===== config.mk =====
export PLATFORM = sky130hd
export DESIGN_NAME = ysyx_22040729_mp_regfile
export DESIGN_NICKNAME = d
export VERILOG_FILES = /design/src/rtl/ysyx_22040729_rf_pkg.sv /design/src/rtl/ysyx_22040729_rf_wsel.sv /design/src/rtl/ysyx_22040729_mp_regfile.sv
export SDC_FILE = /design/constraint.sdc
export NUM_CORES = 2
export LEC_CHECK = 0
export ABC_AREA = 0
export ABC_CLOCK_PERIOD_IN_PS = 4680
export BUFFER_PORTS_ARGS = -buffer_cell sky130_fd_sc_hd__buf_2
export CAP_MARGIN = 40
export CORE_MARGIN = 2
export CORE_UTILIZATION = 30
export CTS_BUF_LIST = sky130_fd_sc_hd__clkbuf_4
export DETAILED_ROUTE_END_ITERATION = 16
export PLACE_DENSITY = 0.48
export SYNTH_ARGS = -nofsm -noshare
export SYNTH_HDL_FRONTEND = slang
export SYNTH_SLANG_ARGS = --single-unit

===== constraint.sdc =====
create_clock -name clk -period 4.68 [get_ports clk]
set_input_delay 0.234 -clock clk [delete_from_list [all_inputs] [get_ports clk]]
set_output_delay 0.234 -clock clk [all_outputs]
set_load 0.02 [all_outputs]

===== src/rtl/ysyx_22040729_rf_pkg.sv =====
// Shared defaults and helpers for the ysyx_22040729 multi-port register file.
package ysyx_22040729_rf_pkg;

  localparam int REGI_DEPTH_DEF = 32;
  localparam int DATA_WIDTH_DEF = 64;

  // Index of the hard-wired zero register.
  localparam int unsigned REG_ZERO = '0;

  function automatic int addr_w(input int depth);
    return $clog2(depth);
  endfunction

endpackage


===== src/rtl/ysyx_22040729_rf_wsel.sv =====
// Write-port priority resolver: reports the highest-index enabled port that
// targets qaddr, together with its data and busy-clear request.
module ysyx_22040729_rf_wsel #(
  parameter int NW         = 1,
  parameter int AW         = 5,
  parameter int DATA_WIDTH = 64
) (
  input  logic [NW-1:0]            wen,
  input  logic [NW*AW-1:0]         waddr,
  input  logic [NW*DATA_WIDTH-1:0] wdata,
  input  logic [NW-1:0]            wclr,
  input  logic [AW-1:0]            qaddr,
  output logic                     hit,
  output logic [DATA_WIDTH-1:0]    data,
  output logic                     clr
);

  // NOTE: every output gets a default before the loop so no latch is inferred.
  always_comb begin
    hit  = 1'b0;
    data = '0;
    clr  = 1'b0;
    // Ascending scan: a later (higher-index) match overrides earlier ones.
    for (int i = 0; i < NW; i++) begin
      if (wen[i] && (waddr[i*AW +: AW] == qaddr)) begin
        hit  = 1'b1;
        data = wdata[i*DATA_WIDTH +: DATA_WIDTH];
        clr  = wclr[i];
      end
    end
  end

endmodule


===== src/rtl/ysyx_22040729_mp_regfile.sv =====
// Multi-port integer register file with write priority, optional write-to-read
// bypass and a per-register busy scoreboard.
module ysyx_22040729_mp_regfile
  import ysyx_22040729_rf_pkg::*;
#(
  parameter  int REGI_DEPTH = REGI_DEPTH_DEF,
  parameter  int DATA_WIDTH = DATA_WIDTH_DEF,
  parameter  int NR         = 2,
  parameter  int NW         = 1,
  parameter  int BYPASS     = 1,
  localparam int AW         = addr_w(REGI_DEPTH)
) (
  input  logic                     clk,
  input  logic                     rst,
  input  logic [NW-1:0]            wen,
  input  logic [NW*AW-1:0]         waddr,
  input  logic [NW*DATA_WIDTH-1:0] wdata,
  input  logic [NW-1:0]            wclr,
  input  logic [NR*AW-1:0]         raddr,
  output logic [NR*DATA_WIDTH-1:0] rdata,
  output logic [NR-1:0]            rbusy,
  input  logic                     set_en,
  input  logic [AW-1:0]            set_addr,
  output logic [REGI_DEPTH-1:0]    busy_vec
);

  logic [DATA_WIDTH-1:0] rf [REGI_DEPTH];
  logic [REGI_DEPTH-1:0] busy;

  // Resolved write per architectural register (register 0 never written).
  logic [REGI_DEPTH-1:1] w_hit;
  logic [REGI_DEPTH-1:1] w_clr;
  logic [DATA_WIDTH-1:0] w_data [1:REGI_DEPTH-1];

  for (genvar r = 1; r < REGI_DEPTH; r++) begin : g_wr
    ysyx_22040729_rf_wsel #(
      .NW(NW), .AW(AW), .DATA_WIDTH(DATA_WIDTH)
    ) u_wsel (
      .wen  (wen),
      .waddr(waddr),
      .wdata(wdata),
      .wclr (wclr),
      .qaddr(AW'(r)),
      .hit  (w_hit[r]),
      .data (w_data[r]),
      .clr  (w_clr[r])
    );
  end

  // NOTE: the whole array is cleared on reset, so it maps to flops, not RAM.
  always_ff @(posedge clk) begin
    // NOTE: state is updated with non-blocking assignments only.
    rf[REG_ZERO]   <= '0;
    busy[REG_ZERO] <= 1'b0;
    if (rst) begin
      for (int r = 1; r < REGI_DEPTH; r++) rf[r] <= '0;
      busy[REGI_DEPTH-1:1] <= '0;
    end else begin
      for (int r = 1; r < REGI_DEPTH; r++) begin
        if (w_hit[r]) rf[r] <= w_data[r];
        // A fresh issue outranks a writeback clear of the same register.
        if (set_en && (set_addr == AW'(r))) busy[r] <= 1'b1;
        else if (w_hit[r] && w_clr[r])      busy[r] <= 1'b0;
      end
    end
  end

  assign busy_vec = busy;

  for (genvar p = 0; p < NR; p++) begin : g_rd
    logic [AW-1:0]         ra;
    logic [DATA_WIDTH-1:0] rd;
    logic                  rb;
    logic                  b_hit;
    logic [DATA_WIDTH-1:0] b_data;
    logic                  b_clr;

    assign ra = raddr[p*AW +: AW];

    if (BYPASS != 0) begin : g_byp
      ysyx_22040729_rf_wsel #(
        .NW(NW), .AW(AW), .DATA_WIDTH(DATA_WIDTH)
      ) u_wsel (
        .wen  (wen),
        .waddr(waddr),
        .wdata(wdata),
        .wclr (wclr),
        .qaddr(ra),
        .hit  (b_hit),
        .data (b_data),
        .clr  (b_clr)
      );
    end else begin : g_nobyp
      assign b_hit  = 1'b0;
      assign b_data = '0;
      assign b_clr  = 1'b0;
    end

    always_comb begin
      rd = '0;
      rb = 1'b0;
      if (!rst && (ra != AW'(REG_ZERO))) begin
        rd = rf[ra];
        rb = busy[ra];
        if (b_hit) begin
          rd = b_data;
          if (b_clr) rb = 1'b0;
        end
      end
    end

    assign rdata[p*DATA_WIDTH +: DATA_WIDTH] = rd;
    assign rbusy[p]                          = rb;
  end

endmodule


==> impl_metrics.py <==
metrics = {
    "floorplan": {
        "die_h_um": 607,
        "placementRows": 221,
        "die_width_um": 607,
        "ioPinCount": 251,
        "start_util": 0.301,
        "core_area_um2": 362000,
        "die_area_um2": 368000,
    },
    "routing": {
        "vias": 79400,
        "topRoutingLayerUsed": "met5",
        "routed_wirelength_mm": 491,
        "drt-vias-per-instance": 5.84,
        "antenna_left": 0,
        "wl_per_cell_um": 36.1,
        "route.met3.wl_mm": 48.0,
        "wl_met2_mm": 229,
        "dr.pass1.iters": 6,
        "drtIter0Drc": 12500,
        "drc": 0,
        "wl_met1_mm": 186,
    },
    "sta": {
        "post-route-period-util": 0.977,
        "rsz0062_at_grt": "no",
        "setup_violations": 0,
        "maxSlewViolCount": 0,
        "fmax_mhz": 219,
        "setup_tns_ns": 0,
        "slew_headroom": 0.277,
        "skew_ns": 0,
        "tightest_slew_ns": 1.08,
        "hold_viol_final": 0,
        "fin_crit_ns": 4.57,
    },
    "clock_tree": {
        "cts_inserted_buffers": 566,
        "cts-root-buf": "clkbuf_4",
        "cts.sinks": 2015,
        "cts_max_path_buffers": 4,
        "htree_levels": 6,
        "cts_setup_buffers": 0,
        "clkTransAtPathRegs_ns": 0.07,
        "tritoncts": "yes",
        "clk_latency_ns": 1.34,
    },
    "power": {
        "p_leak_nw": 44.7,
        "p_per_area_nw_per_um2": 351,
        "vdd_drop_max_v": 0.000207,
    },
    "layout": {
        "syn_to_final_growth_pct": 15.8,
        "mostFrequentLayoutCells": "and2_1, edfxtp_1, clkbuf_4, mux4_2, mux2i_1",
        "final_nets": 8479,
        "fin_cells": 13600,
        "drive_gt1_frac": 0.285,
        "utilization": 0.349,
    },
    "setup_path": {
        "worstReg2RegEnd": "busy_vec[30]",
        "required_ns": 4.45,
        "path_cells": "dlygate4sd3_1 -> buf_6 -> buf_4 -> nor2_4 -> buf_4 -> o211ai_1 -> a31oi_1 -> buf_2",
        "ff2ff_path_depth": 4,
        "reg2reg_from": "busy_vec[30]",
        "timing.critical_path.mode_cell": "buf_4",
        "critical_path_class": "input port to output pin",
        "ff2ff_setup_slack_ns": 2.79,
        "slowest_delay_ns": 0.85,
        "cp.arrival_ns": 4.34,
        "crit_slowest_cell": "a31oi_1",
        "endpoint_kind": "output pin",
        "crit_fanout": 52,
        "critPathLaunchType": "input port",
    },
    "yosys": {
        "synth-compound-area-share": 0.0574,
        "synthFlopType": "edfxtp_1",
        "synthAdderAreaFrac": 0,
        "syn_inst": 7917,
        "async_reset_ff_frac": 0,
        "ys_seq_area_frac": 0.552,
        "synth_mux_area_frac": 0.206,
        "synth_top_family_by_area": "multiplexers",
        "synth_cell_types": 49,
        "synthSimpleGateAreaFrac": 0.149,
        "yosys.area_share.xor_xnor": 0.000803,
        "synth_edf_count": 1984,
        "synth.cell_area_um2": 109000,
        "avgSynthCellArea_um2": 13.8,
        "ys_ff_latch": 2015,
        "syn_nets": 8006,
        "yosysWarnings": 0,
    },
    "hold_path": {
        "hold_path_depth": 3,
        "hp-start": "wdata[24]",
        "hold_class": "input port to flip-flop",
        "worstHoldEndpoint": "rf[7][24]",
    },
    "placement": {
        "gp_congestion": 0.876,
        "dp.cells": 12500,
        "place.detailed.hpwl_mm": 291,
        "port-buffer-count": 249,
    },
    "job": {
        "max_cap_violations": 0,
    },
    "run_status": {
        "outcome": "completed",
    },
    "grt": {
        "grt_max_degree": 88,
        "grt.overflow.total": 0,
        "antenna_found_initial": 77,
        "grt_pass1_wl_mm": 664,
        "globalRouteTotalUtil": 0.261,
        "grt_pass1_vias": 78800,
    },
}
-- critical path: cells and delay by family --
family / cells / cell delay, ns
AOI/OAI and AO/OA: 2 / 1.22
and+or+nand+nor: 1 / 0.43
buffers and inverters: 5 / 2.15
-- what timing repair did --
| item | in CTS | in global routing |
|---|---|---|
| resized for setup | 0 | 0 |
| endpoints found under the hold margin | 2149 | 0 |
| hold buffers | 141 | 0 |
-- cells in the mapped netlist, types with 2 or more instances --
| master | instances | area (um2) |
|---|---|---|
| a32oi_1 | 8 | 70.1 |
| nand3_1 | 144 | 721 |
| a2111oi_0 | 9 | 78.8 |
| mux2_2 | 141 | 1590 |
| buf_2 | 162 | 811 |
| dfxtp_1 | 31 | 621 |
| or4_1 | 2 | 15.0 |
| nor3b_1 | 3 | 22.5 |
| nor2b_1 | 12 | 75.1 |
| o311ai_0 | 73 | 639 |
| inv_1 | 3 | 11.3 |
| a21oi_1 | 46 | 230 |
| a31oi_1 | 136 | 851 |
| a22oi_1 | 159 | 1190 |
| o221a_2 | 28 | 315 |
| buf_4 | 81 | 608 |
| a221oi_1 | 42 | 368 |
| o221ai_1 | 13 | 114 |
| o22a_1 | 31 | 272 |
| o211ai_1 | 16 | 120 |
| mux2i_1 | 367 | 3670 |
| buf_1 | 27 | 101 |
| xor2_1 | 8 | 70.1 |
| a22o_1 | 31 | 272 |
| nor3_2 | 2 | 20.0 |
| and2_1 | 1984 | 12400 |
| edfxtp_1 | 1984 | 59600 |
| buf_6 | 9 | 101 |
| o31ai_1 | 31 | 233 |
| nor4_1 | 2 | 12.5 |
| xnor2_1 | 2 | 17.5 |
| clkbuf_1 | 583 | 2190 |
| nor3_1 | 4 | 20.0 |
| o21ai_0 | 99 | 495 |
| or3_1 | 36 | 225 |
| o22ai_1 | 159 | 995 |
| nor2_1 | 293 | 1100 |
| nand2b_1 | 43 | 269 |
| mux4_2 | 764 | 17200 |
| nand2_1 | 340 | 1280 |
-- stage by stage --
stage	power (mW)	hold slack [ns]	worst slack, ns	area (um2)
2_1_floorplan	24.9	0.432	1.64	109000
3_3_place_gp	27.5	0.558	0.426	117000
3_5_place_dp	27.6	0.553	0.528	118000
4_1_cts	44.5	0.00199	0.389	126000
5_1_grt	45.7	0.0641	0.408	126000
6_report	44.4	0.114	0.106	126000
-- power by group --
group	total (mW)	leakage (nW)	internal (mW)	switching, mW
logic	6.17	21.3	2.24	3.94
registers	21.3	19.2	20.8	0.509
clock network	16.9	4.20	8.85	8.04
total	44.4	44.7	31.9	12.5
-- logic make-up after synthesis --
group	after synthesis
other	1
buffers and inverters	868
DFF	2015
muxes	1272
xor gates and xnor gates	10
and+or+nand+nor	2869
AOI/OAI and AO/OA	882
-- registers in the layout, summed over array words and instances (netlist names) --
| signal | count |
|---|---|
| rf | 1984 |
| busy_vec | 31 |
-- how the worst max path moves through the flow --
stage	start	endpoint	slack (ns)	depth (start not counted)
after floorplan	rst	rf[10][0]	1.64	4
after global placement	raddr[3]	rdata[24]	0.43	8
after detailed placement	raddr[3]	rdata[31]	0.53	8
after CTS	rst	rdata[31]	0.39	8
after global routing	rst	rdata[31]	0.41	8
final	rst	rdata[31]	0.11	8
-- cell type report --
type / instances / area [um2]
Multi-Input combinational cell: 5034 / 45700
Tap cell: 4794 / 6000
Fill cell: 34900 / 236000
Clock buffer: 801 / 6010
Antenna cell: 40 / 100
Timing Repair Buffer: 768 / 7270
Sequential cell: 2015 / 60200
Clock inverter: 142 / 1040
Inverter: 5 / 33.8
-- layer usage --
layer / vias to the layer above / global-route usage
met3: 1167 / 0.0493
met1: 41400 / 0.332
met4: 16 / 0.138
li1: 31400 / -
met2: 5390 / 0.420
met5: - / 0
Power figures use the tool's default switching activity.
